==> config.mk <==
export PLATFORM = sky130hd
export DESIGN_NAME = mem_arbiter
export DESIGN_NICKNAME = d
export VERILOG_FILES = /design/src/rtl/mem_arbiter_pkg.sv /design/src/rtl/mem_arb_pick.sv /design/src/rtl/mem_arbiter.sv
export SDC_FILE = /design/constraint.sdc
export NUM_CORES = 1
export LEC_CHECK = 0
export BUFFER_PORTS_ARGS = -buffer_cell sky130_fd_sc_hd__buf_2
export CAP_MARGIN = 10
export CORE_AREA = 2 2 642 644
export CTS_CLUSTER_DIAMETER = 50
export CTS_CLUSTER_SIZE = 16
export DETAILED_ROUTE_END_ITERATION = 7
export DIE_AREA = 0 0 644 646
export GPL_ROUTABILITY_DRIVEN = 0
export PLACE_DENSITY = 0.3
export SYNTH_ARGS = -nofsm -noshare
export SYNTH_HDL_FRONTEND = slang
export SYNTH_SLANG_ARGS = --single-unit
==> constraint.sdc <==
create_clock -name Clk_i -period 2 [get_ports Clk_i]
set_clock_uncertainty 0.2 [all_clocks]
set_input_delay 0.3 -clock Clk_i [delete_from_list [all_inputs] [get_ports Clk_i]]
set_output_delay 0.3 -clock Clk_i [all_outputs]
set_load 0.005 [all_outputs]
==> src/rtl/mem_arbiter_pkg.sv <==
// mem_arbiter_pkg
// Shared constants for the two-requester memory arbiter. This holds the FSM
// state encodings, the Grant_o encodings and the encoding of the "last
// served" flag.
// The state encodings match the Grant_o encodings, so the registered grant
// output is just the next state.
package mem_arbiter_pkg;

    typedef enum logic [1:0] {
        ARB_IDLE  = 2'b00,
        ARB_GNT_I = 2'b01,
        ARB_GNT_D = 2'b10
    } arb_state_e;

    localparam logic [1:0] GRANT_NONE = 2'b00;
    localparam logic [1:0] GRANT_I    = 2'b01;
    localparam logic [1:0] GRANT_D    = 2'b10;

    localparam logic LAST_I = 1'b0;
    localparam logic LAST_D = 1'b1;

    // Maps an arbiter state to the value shown on Grant_o.
    function automatic logic [1:0] grantOf(arb_state_e s);
        case (s)
            ARB_GNT_I: grantOf = GRANT_I;
            ARB_GNT_D: grantOf = GRANT_D;
            default:   grantOf = GRANT_NONE;
        endcase
    endfunction

endpackage

==> src/rtl/mem_arb_pick.sv <==
// mem_arb_pick
// Combinational winner select for the memory arbiter. It takes the two
// request enables and the "last served" flag, and returns the state the
// arbiter should enter from IDLE.
// Ports:
//   i_iReq  - icache request enable
//   i_dReq  - dcache request enable
//   i_last  - last requester served (LAST_I / LAST_D)
//   o_pick  - ARB_GNT_I, ARB_GNT_D, or ARB_IDLE when nobody is asking
module mem_arb_pick
    import mem_arbiter_pkg::*;
(
    input  logic       i_iReq,
    input  logic       i_dReq,
    input  logic       i_last,
    output arb_state_e o_pick
);

    // On a tie, the requester that was not served last wins. Because last
    // resets to LAST_I, the dcache wins the first tie after reset.
    always_comb begin
        o_pick = ARB_IDLE;
        if (i_iReq && i_dReq) begin
            o_pick = (i_last == LAST_I) ? ARB_GNT_D : ARB_GNT_I;
        end else if (i_iReq) begin
            o_pick = ARB_GNT_I;
        end else if (i_dReq) begin
            o_pick = ARB_GNT_D;
        end
    end

endmodule

==> src/rtl/mem_arbiter.sv <==
// mem_arbiter
// Shares the single line-wide memory port between the icache and dcache
// controllers. Only one transaction is outstanding at a time, and priority
// alternates when both controllers request together.
// Ports:
//   Clk_i, Rst_i         - clock, synchronous active-high reset
//   IMem*_i / IMem*_o    - icache request side (enable, write, addr, data in;
//                          data out, ack out)
//   DMem*_i / DMem*_o    - dcache request side, same shape
//   MemData_i, MemAck_i  - memory read data and completion pulse
//   MemData_o, MemAddr_o - write data and address to memory
//   MemEnable_o          - registered memory request
//   MemWrite_o           - memory write flag
//   Grant_o              - registered current owner (00 idle, 01 I, 10 D)
module mem_arbiter
    import mem_arbiter_pkg::*;
#(
    parameter int LINE_W = 256,
    parameter int ADDR_W = 32
) (
    input  logic              Clk_i,
    input  logic              Rst_i,

    input  logic              IMemEnable_i,
    input  logic              IMemWrite_i,
    input  logic [ADDR_W-1:0] IMemAddr_i,
    input  logic [LINE_W-1:0] IMemData_i,
    output logic [LINE_W-1:0] IMemData_o,
    output logic              IMemAck_o,

    input  logic              DMemEnable_i,
    input  logic              DMemWrite_i,
    input  logic [ADDR_W-1:0] DMemAddr_i,
    input  logic [LINE_W-1:0] DMemData_i,
    output logic [LINE_W-1:0] DMemData_o,
    output logic              DMemAck_o,

    input  logic [LINE_W-1:0] MemData_i,
    input  logic              MemAck_i,
    output logic [LINE_W-1:0] MemData_o,
    output logic [ADDR_W-1:0] MemAddr_o,
    output logic              MemEnable_o,
    output logic              MemWrite_o,

    output logic [1:0]        Grant_o
);

    arb_state_e r_state;
    logic       r_last;
    logic       r_memEnable;
    logic [1:0] r_grant;
    arb_state_e w_pick;
    logic       w_ownI;
    logic       w_ownD;

    mem_arb_pick u_pick (
        .i_iReq (IMemEnable_i),
        .i_dReq (DMemEnable_i),
        .i_last (r_last),
        .o_pick (w_pick)
    );

    // Arbitration FSM. MemEnable_o and Grant_o are registered alongside the
    // state, so neither has a combinational path from the request or ack
    // inputs. After an ack the FSM always passes through IDLE before it
    // re-arbitrates. This gives the old owner a cycle to drop its enable.
    always_ff @(posedge Clk_i) begin
        if (Rst_i) begin
            r_state     <= ARB_IDLE;
            r_last      <= LAST_I;
            r_memEnable <= 1'b0;
            r_grant     <= GRANT_NONE;
        end else begin
            case (r_state)
                ARB_IDLE: begin
                    r_state     <= w_pick;
                    r_memEnable <= (w_pick != ARB_IDLE);
                    r_grant     <= grantOf(w_pick);
                end
                ARB_GNT_I: begin
                    if (MemAck_i) begin
                        r_state     <= ARB_IDLE;
                        r_last      <= LAST_I;
                        r_memEnable <= 1'b0;
                        r_grant     <= GRANT_NONE;
                    end
                end
                ARB_GNT_D: begin
                    if (MemAck_i) begin
                        r_state     <= ARB_IDLE;
                        r_last      <= LAST_D;
                        r_memEnable <= 1'b0;
                        r_grant     <= GRANT_NONE;
                    end
                end
                default: begin
                    r_state     <= ARB_IDLE;
                    r_memEnable <= 1'b0;
                    r_grant     <= GRANT_NONE;
                end
            endcase
        end
    end

    assign w_ownI = (r_state == ARB_GNT_I);
    assign w_ownD = (r_state == ARB_GNT_D);

    // The address, data and write flag come straight from the owner. The
    // owner holds them stable for the whole grant. In IDLE they are forced
    // to zero.
    assign MemAddr_o   = w_ownI ? IMemAddr_i  : (w_ownD ? DMemAddr_i  : '0);
    assign MemData_o   = w_ownI ? IMemData_i  : (w_ownD ? DMemData_i  : '0);
    assign MemWrite_o  = w_ownI ? IMemWrite_i : (w_ownD ? DMemWrite_i : 1'b0);
    assign MemEnable_o = r_memEnable;
    assign Grant_o     = r_grant;

    // Acks are the only same-cycle paths from MemAck_i. An ack that arrives
    // in IDLE reaches neither requester.
    assign IMemAck_o = MemAck_i && w_ownI;
    assign DMemAck_o = MemAck_i && w_ownD;

    // Read data goes to both requesters. Each one qualifies it with its own
    // ack.
    assign IMemData_o = MemData_i;
    assign DMemData_o = MemData_i;

endmodule

==> results_dict.tcl <==
set metrics [dict create \
    synthesis.yosys.warnings 0 \
    crit_path_top_delay_cell "dfxtp_2" \
    min_period_over_period 1.26 \
    overflow 0 \
    dpl.hpwl_microns 324000 \
    grt.total_usage 0.161 \
    grt_pass1_vias 13703 \
    regToRegStartpoint "r_state[0]" \
    initial_core_util 0.0204 \
    synthAdderAreaFrac 0.00601 \
    end_kind "primary output" \
    vdd_drop_max_uv 206 \
    postCtsHoldBufs 0 \
    final-seq-area_sq_um 125 \
    yosysSeqAreaShare 0.0144 \
    power.density_nw_per_um2 317 \
    min_path_type "input pin to register" \
    worst-path-max-fanout 5 \
    vias_per_cell 1.98 \
    path_buf_inv 7 \
    crit_arrival_ns 2.02 \
    core_sq_um 409000 \
    relSlewSlack 0.758 \
    grt_max_degree 40 \
    htree_levels 1 \
    cts-root-buf "clkbuf_16" \
    r2r_slack_ns 0.08 \
    synth_top_family_by_area "buffers and inverters" \
    setup_viol 291 \
    die-area_sq_um 416000 \
    die_y_microns 646 \
    cp-start-kind "register" \
    final_hold_viol_count 0 \
    drv_cap 0 \
    cpMostUsedCell "buf_12" \
    wl_per_cell_microns 46.2 \
    fmax_mhz 397 \
    crit_cells 10 \
    cp_cell_sequence "buf_6, ha_4, buf_12, buf_16, buf_12, buf_12, buf_16, nand2_4, o21ai_4, buf_12" \
    synth_area_sq_um 8330 \
    violations "setup timing" \
    fillers 48387 \
    clk_latency_ns 0.23 \
    setup_slack_ns -0.516 \
    critPathTopFamily "buffers and inverters" \
    num_rows 235 \
    cp.required_ns 1.50 \
    ant_nets 0 \
    cts.clk_slew.worst_paths_ns 0.03 \
    syn_to_final_growth_pct 207 \
    antenna_found_initial 319 \
    cts_max_path_buffers 2 \
    yosys.area_share.simple 0.268 \
    critPathMaxStageDelay_ns 0.34 \
    worstRegToRegCells 6 \
    synthMuxAreaShare 0 \
    synth_xor_area_frac 0 \
    fin_crit_ns 2.52 \
    synth_cells 1505 \
    io_buffers 876 \
    grt_pass1_wl_microns 382000 \
    syn_area_per_cell_sq_um 5.54 \
    final_nets 2898 \
    worst_pin_slew_ns 0.362 \
    timing.rr.end "Grant_o[0]" \
    dr.pass1.iters 5 \
    p_leak_nw 9.21 \
    fp.dieW_microns 644 \
    path_class "register to primary output" \
    drtIter0Drc 714 \
    routed_wl_microns 350000 \
    outcome "finished with violations" \
    multi_input_area_sq_um 6700 \
    drcViolationCount 0 \
    rsz0062_at_grt "true" \
    cts_buffers 3 \
    synth_seq_cells 6 \
    cts.sink_count 6 \
    slew_violations 0 \
    fin_util 0.0626 \
    holdWs_ns 0.107 \
    crit_end "MemData_o[51]" \
    cts_tree "built" \
    synth-compound-area-share 0.183 \
    io_pins 1645 \
    syn_nets 2348 \
    vias 15000 \
    setup.worst_path.start "r_state[1]" \
    layout-drive-gt1-share 0.756 \
    synth.distinct_cells 21 \
]
## worst min-delay path by stage
stage	from	end	slack [ns]	cells past startpoint
6_report	Rst_i	r_last	0.11	2
5_1_grt	Rst_i	r_last	0.12	2
4_1_cts	Rst_i	r_last	0.11	2
3_5_place_dp	MemEnable_o	MemEnable_o	0.25	2
3_3_place_gp	MemEnable_o	MemEnable_o	0.27	2
2_1_floorplan	Rst_i	r_last	0.17	1
## per-stage QoR
step           std cells  setup TNS, ns  total power [W]  worst slack, ns  cell area [sq um]
2_1_floorplan       1505              0          0.00191            0.295               8330
3_3_place_gp        7364        -107.44          0.00571            -1.09              19000
3_5_place_dp        7367         -96.10          0.00567            -1.08              19000
4_1_cts             7487        -130.21          0.00789           -0.569              23800
5_1_grt             7548        -132.94          0.00861           -0.565              25500
6_report            7564        -111.90          0.00811           -0.516              25600
## cells by family after synthesis
logic type	after synthesis
and+or+nand+nor	585
adders and majority gates	4
buffers and inverters	613
DFF	6
AOI/OAI and AO/OA	297
## flip-flops by register name (all words and copies together) (netlist names)
signal       count
r_state          2
Grant_o          2
MemEnable_o      1
r_last           1
## power by group
group	leakage, nW	total, W	internal, W	switching (W)
registers	0.0504	0.000142	0.000131	0.0000103
logic	9.12	0.00765	0.00354	0.00411
clock network	0.0373	0.000318	0.000256	0.0000623
## routing by layer
metal | vias up | track usage | share of wire
met5 | - | 0.0112 | 0.0049
li1 | 5452 | - | -
met3 | 751 | 0.191 | 0.25
met4 | 170 | 0.0393 | 0.034
met2 | 2400 | 0.260 | 0.45
met1 | 6227 | 0.121 | 0.26
## synthesized netlist by cell type, drive strengths merged
master | number | area share
a21bo | 2 | 0.0024
a21oi | 1 | 0.00060
a22o | 2 | 0.0021
and2 | 2 | 0.0015
buf | 590 | 0.52
clkbuf | 18 | 0.0081
dfxtp | 6 | 0.014
ha | 4 | 0.0060
inv | 5 | 0.0023
nand2 | 575 | 0.26
nand2b | 1 | 0.00075
nor2 | 1 | 0.00045
nor2b | 3 | 0.0023
o21ai | 287 | 0.17
o32ai | 3 | 0.0032
o41ai | 2 | 0.0021
or3b | 1 | 0.0011
or4bb | 2 | 0.0027
## layout make-up
| class | count | share of cell area |
|---|---|---|
| Tap cell | 5451 | 0.267 |
| Inverter | 5 | 0.000734 |
| Sequential cell | 6 | 0.00489 |
| Antenna cell | 60 | 0.00587 |
| Multi-Input combinational cell | 886 | 0.262 |
| Timing Repair Buffer | 1153 | 0.457 |
| Clock buffer | 3 | 0.00293 |
## cells in the final DEF (no fill, tap or decap)
cell       synthesis  routed
a21bo_2            2       2
a21oi_1            1       1
a22o_1             2       2
and2_1             2       2
buf_12             0     232
buf_16             0      54
buf_2             48     652
buf_4            538      92
buf_6              4      95
buf_8              0      17
bufbuf_16          0       6
clkbuf_16          0       6
clkbuf_4           0       2
dfxtp_1            6       4
dfxtp_2            0       1
dfxtp_4            0       1
diode_2            0      60
ha_1               4       2
ha_4               0       2
inv_1              5       3
inv_2              0       2
nand2_1          575     390
nand2_2            0      69
nand2_4            0     100
nand2_8            0      16
nand2b_1           1       1
nor2_1             1       1
nor2b_1            3       2
nor2b_4            0       1
o21ai_0           95      17
o21ai_1          192      67
o21ai_2            0      81
o21ai_4            0     122
o32ai_1            3       3
o41ai_1            2       2
or3b_1             1       1
or4bb_1            2       2
## what timing repair did
item	4_1_cts	5_1_grt
pin swaps	88	114
buffers inserted	74	27
endpoints found under the setup margin	291	292
cloned	48	3
gates resized for setup	682	383
Note: power is estimated with default switching activity, not from simulation.
